## src/rtl/rx2fifoc_if.sv

```systemverilog
// Link-receiver / command-FIFO / parser handshake bundle for rx2fifoc.
interface rx2fifoc_if;
   logic       rxv;
   logic [7:0] rxd;
   logic       fifoc_full;
   logic       fifoc_txen;
   logic [7:0] fifoc_txd;
   logic       fs;
   logic       fd;
   logic       err;
   logic [7:0] so;

   modport slave  (input  rxv, rxd, fifoc_full, fd,
                   output fifoc_txen, fifoc_txd, fs, err, so);
   modport master (output rxv, rxd, fifoc_full, fd,
                   input  fifoc_txen, fifoc_txd, fs, err, so);
endinterface

```

## src/rtl/rx2fifoc.sv

```systemverilog
// Frames 55 AA C0..C8 K packets from a byte link, checks the sum, copies them to a command FIFO.
// Optional inter-byte timeout enabled by defining RX2FIFOC_TIMEOUT_EN.
module rx2fifoc #(
   parameter logic [15:0] TOUT = 16'd1000
) (
   input  logic       clk,
   input  logic       rst,
   rx2fifoc_if.slave  bus
);
   localparam logic [2:0] IDLE = 3'd0;
   localparam logic [2:0] HED1 = 3'd1;
   localparam logic [2:0] BODY = 3'd2;
   localparam logic [2:0] CHK  = 3'd3;
   localparam logic [2:0] WRIT = 3'd4;
   localparam logic [2:0] HAND = 3'd5;
   localparam logic [2:0] WAIT = 3'd6;

   logic [2:0] state, state_nx;
   logic [3:0] cnt;         // body byte counter, reused as write index
   logic [7:0] sum;
   logic [7:0] chk;
   logic [7:0] cbuf [0:8];
   logic [7:0] wr_byte;
   logic       tmo;
   logic       in_frame;

   assign in_frame = (state == HED1) || (state == BODY);

`ifdef RX2FIFOC_TIMEOUT_EN
   logic [15:0] timer;

   always_ff @(posedge clk or negedge rst) begin
      if (!rst)                       timer <= 16'd0;
      else if (bus.rxv || !in_frame)  timer <= 16'd0;
      else                            timer <= timer + 16'd1;
   end

   // A strobe in the expiry cycle wins: tmo is masked by rxv.
   assign tmo = in_frame && !bus.rxv && (timer == TOUT - 16'd1);
`else
   assign tmo = 1'b0;
`endif

   always_comb begin
      state_nx = state;
      case (state)
         IDLE: if (bus.rxv && bus.rxd == 8'h55) state_nx = HED1;
         HED1: begin
            if (tmo)
               state_nx = IDLE;
            else if (bus.rxv) begin
               if (bus.rxd == 8'hAA)      state_nx = BODY;
               else if (bus.rxd != 8'h55) state_nx = IDLE;
            end
         end
         BODY: begin
            if (tmo)                            state_nx = IDLE;
            else if (bus.rxv && cnt == 4'd9)    state_nx = CHK;
         end
         CHK:  state_nx = (sum == chk) ? WRIT : IDLE;
         WRIT: if (!bus.fifoc_full && cnt == 4'd11) state_nx = HAND;
         HAND: if (bus.fd)  state_nx = WAIT;
         WAIT: if (!bus.fd) state_nx = IDLE;
         default: state_nx = IDLE;
      endcase
   end

   always_ff @(posedge clk or negedge rst) begin
      if (!rst) state <= IDLE;
      else      state <= state_nx;
   end

   always_ff @(posedge clk or negedge rst) begin
      if (!rst) begin
         cnt <= 4'd0;
         sum <= 8'd0;
         chk <= 8'd0;
         for (int i = 0; i < 9; i++) cbuf[i] <= 8'd0;
      end else begin
         case (state)
            HED1: begin
               cnt <= 4'd0;
               sum <= 8'd0;
            end
            BODY: if (bus.rxv) begin
               if (cnt == 4'd9) chk <= bus.rxd;
               else begin
                  cbuf[cnt] <= bus.rxd;
                  sum       <= sum + bus.rxd;
               end
               cnt <= cnt + 4'd1;
            end
            CHK:  cnt <= 4'd0;
            WRIT: if (!bus.fifoc_full) cnt <= cnt + 4'd1;
            default: ;
         endcase
      end
   end

   // Replay order: header, the nine stored bytes, then the checksum.
   always_comb begin
      wr_byte = 8'h00;
      if (cnt == 4'd0)       wr_byte = 8'h55;
      else if (cnt == 4'd1)  wr_byte = 8'hAA;
      else if (cnt <= 4'd10) wr_byte = cbuf[cnt - 4'd2];
      else if (cnt == 4'd11) wr_byte = chk;
   end

   assign bus.fifoc_txen = (state == WRIT) && !bus.fifoc_full;
   assign bus.fifoc_txd  = (state == WRIT) ? wr_byte : 8'h00;
   assign bus.fs         = (state == HAND);
   assign bus.err        = ((state == CHK) && (sum != chk)) || tmo;
   assign bus.so         = {5'b00000, state};
endmodule
```

## src/flat_wrapper.sv

```systemverilog
// flat-port wrapper written by rule: the top's interface ports become plain ports
module rx2fifoc_flat 
#(
   parameter logic [15:0] TOUT = 16'd1000
)
  (clk, rst, bus_rxv, bus_rxd, bus_fifoc_full, bus_fd, bus_fifoc_txen, bus_fifoc_txd, bus_fs, bus_err, bus_so);
  rx2fifoc_if bus_i ();
  input  logic clk;
  input  logic rst;
  input wire logic [$bits(bus_i.rxv)-1:0] bus_rxv;
  input wire logic [$bits(bus_i.rxd)-1:0] bus_rxd;
  input wire logic [$bits(bus_i.fifoc_full)-1:0] bus_fifoc_full;
  input wire logic [$bits(bus_i.fd)-1:0] bus_fd;
  output wire logic [$bits(bus_i.fifoc_txen)-1:0] bus_fifoc_txen;
  output wire logic [$bits(bus_i.fifoc_txd)-1:0] bus_fifoc_txd;
  output wire logic [$bits(bus_i.fs)-1:0] bus_fs;
  output wire logic [$bits(bus_i.err)-1:0] bus_err;
  output wire logic [$bits(bus_i.so)-1:0] bus_so;
  assign bus_i.rxv = bus_rxv;
  assign bus_i.rxd = bus_rxd;
  assign bus_i.fifoc_full = bus_fifoc_full;
  assign bus_i.fd = bus_fd;
  assign bus_fifoc_txen = bus_i.fifoc_txen;
  assign bus_fifoc_txd = bus_i.fifoc_txd;
  assign bus_fs = bus_i.fs;
  assign bus_err = bus_i.err;
  assign bus_so = bus_i.so;
  rx2fifoc #(.TOUT(TOUT)) u_core (.clk(clk), .rst(rst), .bus(bus_i));
endmodule
```

## config.mk

```make
export PLATFORM = sky130hd
export DESIGN_NAME = rx2fifoc_flat
export DESIGN_NICKNAME = d
export VERILOG_FILES = /design/src/rtl/rx2fifoc_if.sv /design/src/rtl/rx2fifoc.sv /design/src/flat_wrapper.sv
export SDC_FILE = /design/constraint.sdc
export NUM_CORES = 1
export LEC_CHECK = 0
export ABC_AREA = 1
export CAP_MARGIN = 15
export CORE_AREA = 2 2 120 93
export CTS_CLUSTER_SIZE = 28
export DETAILED_ROUTE_END_ITERATION = 6
export DIE_AREA = 0 0 122 95
export PLACE_DENSITY = 0.71
export SYNTH_ARGS = -nofsm -noshare
export SYNTH_HDL_FRONTEND = slang
export SYNTH_SLANG_ARGS = --single-unit
```

## constraint.sdc

```tcl
create_clock -name clk -period 3.6 [get_ports clk]
set_input_delay 0.9 -clock clk [delete_from_list [all_inputs] [get_ports clk]]
set_output_delay 0.9 -clock clk [all_outputs]
set_load 0.01 [all_outputs]
```

==> results.yml, run 1 <==
die:
  io_pins: 32
  core_um2: 10530
  initial_core_util_pct: 50.89
  die_area_um2: 11590
  die_y_um: 95
  num_rows: 33
  die_w_um: 122
routing:
  drt-wirelength-per-cell_um: 16.32
  drt-total-wl_um: 13890
  ant_nets: 0
  dr_total_vias: 4693
  route.detailed.drc: 0
  drt-initial-drc-count: 422
  drtPass1Iterations: 5
  vias_per_cell: 5.515
global_routing:
  grt_max_degree: 53
  grt.overflow.total: 0
  grt_antenna_before_repair: 0
  grt_usage_pct: 25.53
  grt_pass1_wl_um: 22240
  grt_pass1_vias: 4311
sta:
  finClkSkew_ns: 0.006209
  setup_tns_ns: 0
  tightest_slew_ns: 0.7244
  hold_violations: 0
  max_freq_ghz: 0.2934
  period_needed_ns: 3.409
  slew_headroom_pct: 51.56
  holdWs_ns: 0.4851
  setup_viol: 0
  maxSlewViolCount: 0
  rsz0062_at_grt: "false"
  period_share_pct: 94.68
clock_tree:
  path_clk_slew_ns: 0.07
  h-tree-depth: 3
  cts_buffers: 9
  clock_latency_ns: 0.35
  max-clock-path-buffers: 2
  cts-root-buf: "clkbuf_16"
  holdBufCountCts: 0
  clock_sinks: 95
  cts_tree: "done"
finish:
  antennaDiodeCount: 0
  area_delta_synth_final_pct: 12.89
  layout.nets: 733
  drive_gt1_share_pct: 12.66
  nFillCells: 954
setup_path:
  cp-end-kind: "primary output"
  critPathLaunch: "u_core.cnt[1]"
  crit_path_start_kind: "flop"
  slowest_delay_ns: 0.46
  worstReg2RegStart: "u_core.state[1]"
  cp_max_fo: 23
  worstPathArrival_ns: 2.51
  reg2reg_slack_ns: 1.24
  cp.required_ns: 2.70
  cp_slowest_cell: "dfrtp_2"
  cp_common_cell: "nand2_1"
  critical_path_class: "flop to primary output"
  crit_chain: "buf_12 > ha_1 > or2_2 > a21oi_1 > inv_2 > nand2_1 > nand2_1 > nand2_1 > a21oi_1 > dlygate4sd2_1"
place:
  port_buffers: 26
  dp.final_hpwl_um: 9786
  place.gp.congestion: 0.9054
worst_hold_path:
  hp-start: "u_core.cbuf[39]"
  hold_class: "flop to flop"
yosys:
  yosys_warnings: 0
  synth_edf_count: 0
  synth_area_um2: 5358
  synth_flop_cell: "dfrtp_1"
  synthCells: 685
  ys_ff_latch: 95
  syn_area_per_cell_um2: 7.821
  ys_types: 38
  ys_seq_area_share_pct: 44.37
  ys_async_sr_fraction_pct: 100.0
power:
  peakVddDrop_mv: 0.3043
  power_density_nw_per_um2: 743.9
  p_leak_uw: 0.002936
outcome:
  status: "complete, no violations"
flow_run:
  max-cap-violations: 0
[synthesized netlist by cell type, drive strengths merged (7+ instances only)]
| library cell | number | area [um^2] |
|---|---|---|
| nand2 | 203 | 784.5 |
| o21ai | 115 | 635.6 |
| dfrtp | 95 | 2377 |
| inv | 60 | 225.2 |
| nor2 | 52 | 235.2 |
| nand3 | 43 | 252.7 |
| a21oi | 22 | 110.1 |
| clkbuf | 20 | 76.32 |
| buf | 19 | 161.4 |
| ha | 13 | 162.7 |
| o211ai | 8 | 60.06 |
| or2 | 8 | 50.05 |
| nand4 | 7 | 80.07 |
[critical path: cells and delay by family, from the launching register on]
| kind | cells | cell delay (ns) |
|---|---|---|
| buf+inv | 3 | 0.59 |
| compound gates | 2 | 0.34 |
| flops | 1 | 0.46 |
| simple gates | 4 | 0.57 |
| fa+ha+maj | 1 | 0.19 |
[registers in the layout, indices dropped and copies added, names as in the netlist]
name and count:
u_core.cbuf 72, u_core.sum 8, u_core.state 3, u_core.cnt 4
u_core.chk 8
[cells by family after synthesis]
logic type / Yosys count / share of synthesized area (%)
buffers and inverters: 102 / 8.851
AOI/OAI and AO/OA: 148 / 15.39
xor gates and xnor gates: 6 / 0.9808
and+or+nand+nor: 319 / 26.93
DFF: 95 / 44.37
other: 1 / 0.06999
adders and majority gates: 14 / 3.410
[stage by stage]
stage	std cells	utilization, %	total power, uW	worst slack (ns)	instance area, um^2
after floorplan	689	-	2838	0.4117	5373
after global placement	832	54.14	3434	0.3020	5700
after detailed placement	832	54.14	3498	0.2447	5700
after CTS	848	57.04	4470	0.01390	6006
after global routing	851	57.45	4841	0.07566	6048
final	851	57.45	4499	0.1915	6048
[power breakdown]
group	internal (uW)	switching (uW)
sequential	1320	175
clock	497	438
combinational	767	1300
[final cells by class]
| cell class | instances | area, um^2 | area share (%) |
|---|---|---|---|
| Multi-Input combinational cell | 492 | 2540 | 41.99 |
| Tap cell | 140 | 175.2 | 2.896 |
| Clock inverter | 6 | 50.05 | 0.8275 |
| Inverter | 63 | 236.5 | 3.910 |
| Clock buffer | 10 | 239.0 | 3.951 |
| Sequential cell | 95 | 2379 | 39.33 |
| Timing Repair Buffer | 45 | 429.2 | 7.096 |
[cell usage in the layout (no fill, tap or decap), types with 2 or more instances in the layout]
cell type | netlist | layout
inv_1 | 55 | 54
inv_2 | 5 | 6
clkinv_1 | 3 | 3
nor2_1 | 46 | 45
ha_1 | 13 | 12
buf_4 | 6 | 19
inv_6 | 0 | 2
nand4_4 | 2 | 2
nor4_1 | 4 | 4
dlymetal6s2s_1 | 0 | 7
nand4_1 | 4 | 4
o21ai_0 | 71 | 71
nand3_4 | 3 | 3
nand2_1 | 196 | 196
nor2_2 | 1 | 2
nor2_4 | 5 | 5
o21ai_1 | 28 | 28
xor2_1 | 2 | 2
clkbuf_16 | 0 | 9
nand2_2 | 6 | 6
clkdlybuf4s50_1 | 0 | 17
o211ai_1 | 8 | 8
dfrtp_1 | 95 | 94
xnor2_1 | 4 | 3
a21oi_1 | 22 | 22
o22ai_1 | 2 | 2
or2_2 | 8 | 8
conb_1 | 1 | 5
o21ai_2 | 16 | 16
nand3_1 | 40 | 40
[metal layers]
metal,up-vias,GRT usage (%),wire length [um]
met4,0,6.130,157
met3,17,6.703,1109
met2,178,36.59,6096
li1,2257,-,-
met5,-,0,0
met1,2241,38.43,6525
[worst paths after layout]
kind / end / cells after the start
max reg2reg: u_core.cbuf[38] / 8
min: u_core.cbuf[39] / 2
min in group asynchronous: u_core.cbuf[9] / 1
max in group asynchronous: u_core.cbuf[33] / 2
min reg2reg: u_core.cbuf[39] / 2
max: bus_fifoc_txd[2] / 10
[timing repair]
action	4_1_cts	5_1_grt
pin swaps	0	2
buffers inserted	0	3
endpoints found under the setup margin	8	7
resized for setup	6	8
endpoints found under the hold margin	0	0
Power figures use the tool's default switching activity.
==> run 2: changes to the inputs <==
--- a/config.mk
+++ b/config.mk
@@ -11,7 +11,7 @@
 export CTS_CLUSTER_SIZE = 28
 export DETAILED_ROUTE_END_ITERATION = 6
 export DIE_AREA = 0 0 122 95
-export PLACE_DENSITY = 0.71
+export PLACE_DENSITY = 0.73
 export SYNTH_ARGS = -nofsm -noshare
 export SYNTH_HDL_FRONTEND = slang
 export SYNTH_SLANG_ARGS = --single-unit
==> run 2 against run 1 <==
Effect of this change:
- sequential power is essentially flat
- register-to-register slack lost 0.05 ns
- final cell count shrank 0.35%
- hold slack gained 0.00063 ns
- first-iteration DRC count shrank 5.5%
- worst setup slack lost 0.041 ns
- critical path type unchanged
- critical endpoint is now bus_fifoc_txd[4]
- largest cell class unchanged
- highest routed layer unchanged
==> results.yml, run 2 (synthesis gave the netlist of run 1 again) <==
sta:
  maxSlewViolCount: 0
  setup_viol: 0
  period_share_pct: 95.83
  rsz0062_at_grt: "false"
  hold_violations: 0
  slew_headroom_pct: 51.65
  tightest_slew_ns: 0.7231
  setup_tns_ns: 0
  period_needed_ns: 3.450
  max_freq_ghz: 0.2899
  finClkSkew_ns: 0.006565
die:
  core_um2: 10530
  die_y_um: 95
  num_rows: 33
  die_w_um: 122
  die_area_um2: 11590
  initial_core_util_pct: 50.89
  io_pins: 32
finish:
  top_register: "u_core.cbuf"
  largest_reg_flops: 72
  largestRegisters: "u_core.cbuf x72, u_core.chk x8, u_core.sum x8"
  area_delta_synth_final_pct: 12.54
  final_cell_area_um2: 6030
  layout.nets: 730
  antennaDiodeCount: 0
  layout_commonest_cell: "nand2_1"
  drive_gt1_share_pct: 11.86
  final_cell_mix: "nand2_1, dfrtp_1, o21ai_0, inv_1, nor2_1"
worst_hold_path:
  hold_class: "flop to flop"
routing:
  ant_nets: 0
  drt-wirelength-per-cell_um: 16.18
  dr_total_vias: 4638
  vias_per_cell: 5.469
  drt-total-wl_um: 13720
  drtPass1Iterations: 5
  route.detailed.drc: 0
  drt-initial-drc-count: 399
global_routing:
  grt.overflow.total: 0
  grt.met3_usage_pct: 4.650
  grt_pass1_wl_um: 22490
  use_met1_pct: 37.16
  grt_max_degree: 96
  grt_usage_pct: 25.34
  grt_pass1_vias: 4392
  grt_antenna_before_repair: 0
  met2_usage_pct: 38.97
  busiest_layer: "met2"
power:
  peakVddDrop_mv: 0.4307
  p_leak_uw: 0.002847
  total_power_uw: 4495
  power_density_nw_per_um2: 745.5
place:
  dp.final_hpwl_um: 9667
  port_buffers: 26
  place.gp.congestion: 0.8941
  placed_cell_area_um2: 5685
clock_tree:
  clock_sinks: 95
  h-tree-depth: 3
  cts-root-buf: "clkbuf_16"
  cts_tree: "done"
  holdBufCountCts: 0
  clock_latency_ns: 0.34
  cts_buffers: 9
  max-clock-path-buffers: 2
  path_clk_slew_ns: 0.07
setup_path:
  critical_path_class: "flop to primary output"
  cp-end-kind: "primary output"
  crit_path_start_kind: "flop"
  worstPathArrival_ns: 2.55
  cp.required_ns: 2.70
  cp_max_fo: 7
flow_run:
  max-cap-violations: 0
outcome:
  status: "complete, no violations"
## run 2: path summary, 6_finish.rpt
check / cells after the start / slack (ns) / from / endpoint
worst min-delay path: 2 / 0.49 / u_core.cbuf[8] / u_core.cbuf[8]
worst min register to register: 2 / 0.49 / u_core.cbuf[8] / u_core.cbuf[8]
worst max-delay path: 10 / 0.15 / u_core.cnt[0] / bus_fifoc_txd[4]
max in group asynchronous: 2 / 2.61 / rst / u_core.cnt[1]
min in group asynchronous: 2 / 0.61 / rst / u_core.cbuf[19]
worst max register to register: 8 / 1.19 / u_core.state[1] / u_core.cbuf[36]
## run 2: through the flow
stage	cells	utilization (%)	setup WS, ns	hold WS, ns
5_1_grt	848	57.27	0.002456	0.4998
3_3_place_gp	830	54.00	0.3790	0.4625
3_5_place_dp	830	54.00	0.3250	0.4700
2_1_floorplan	689	-	0.4117	0.4478
6_report	848	57.27	0.1501	0.4857
4_1_cts	846	56.95	0.01530	0.4865
## run 2: metal layers
metal,part of all wire (%),up-vias
met5,0,-
met2,45,147
li1,-,2259
met4,1.2,0
met1,47,2217
met3,6.3,15
## run 2: power breakdown
group / internal, uW / total, uW / switching (uW)
Clock: 543 / 960 / 417
Sequential: 1320 / 1490 / 173
Combinational: 753 / 2040 / 1290
## run 2: layout make-up
class / instances / area, um^2
fill: 960 / 4499
multi-input combinational: 492 / 2537
sequential: 95 / 2379
timing repair buffer: 42 / 405.4
inverter: 63 / 236.5
clock buffer: 10 / 229.0
tap: 140 / 175.2
clock inverter: 6 / 67.56
## run 2: critical path, stage by stage (launching register included)
cell             delay, ns
dfrtp_1               0.38
clkinv_1              0.14
ha_1                  0.24
or2_2                 0.31
a21oi_1               0.21
inv_1                 0.17
nand2_1               0.11
nand2_1               0.05
nand2_1               0.06
a21oi_1               0.06
clkdlybuf4s50_1       0.48
## run 2: repair_timing
item                                    in CTS  in global routing
pin swaps                                    0                  2
endpoints found under the setup margin       4                  8
resized for setup                            2                  7
setup buffers                                0                  2
==> run 3: changes to the inputs <==
--- a/config.mk
+++ b/config.mk
@@ -8,7 +8,6 @@
 export ABC_AREA = 1
 export CAP_MARGIN = 15
 export CORE_AREA = 2 2 120 93
-export CTS_CLUSTER_SIZE = 28
 export DETAILED_ROUTE_END_ITERATION = 6
 export DIE_AREA = 0 0 122 95
 export PLACE_DENSITY = 0.73
==> results of run 3 <==
Final layout, timing and power as in run 2 (identical DEF).
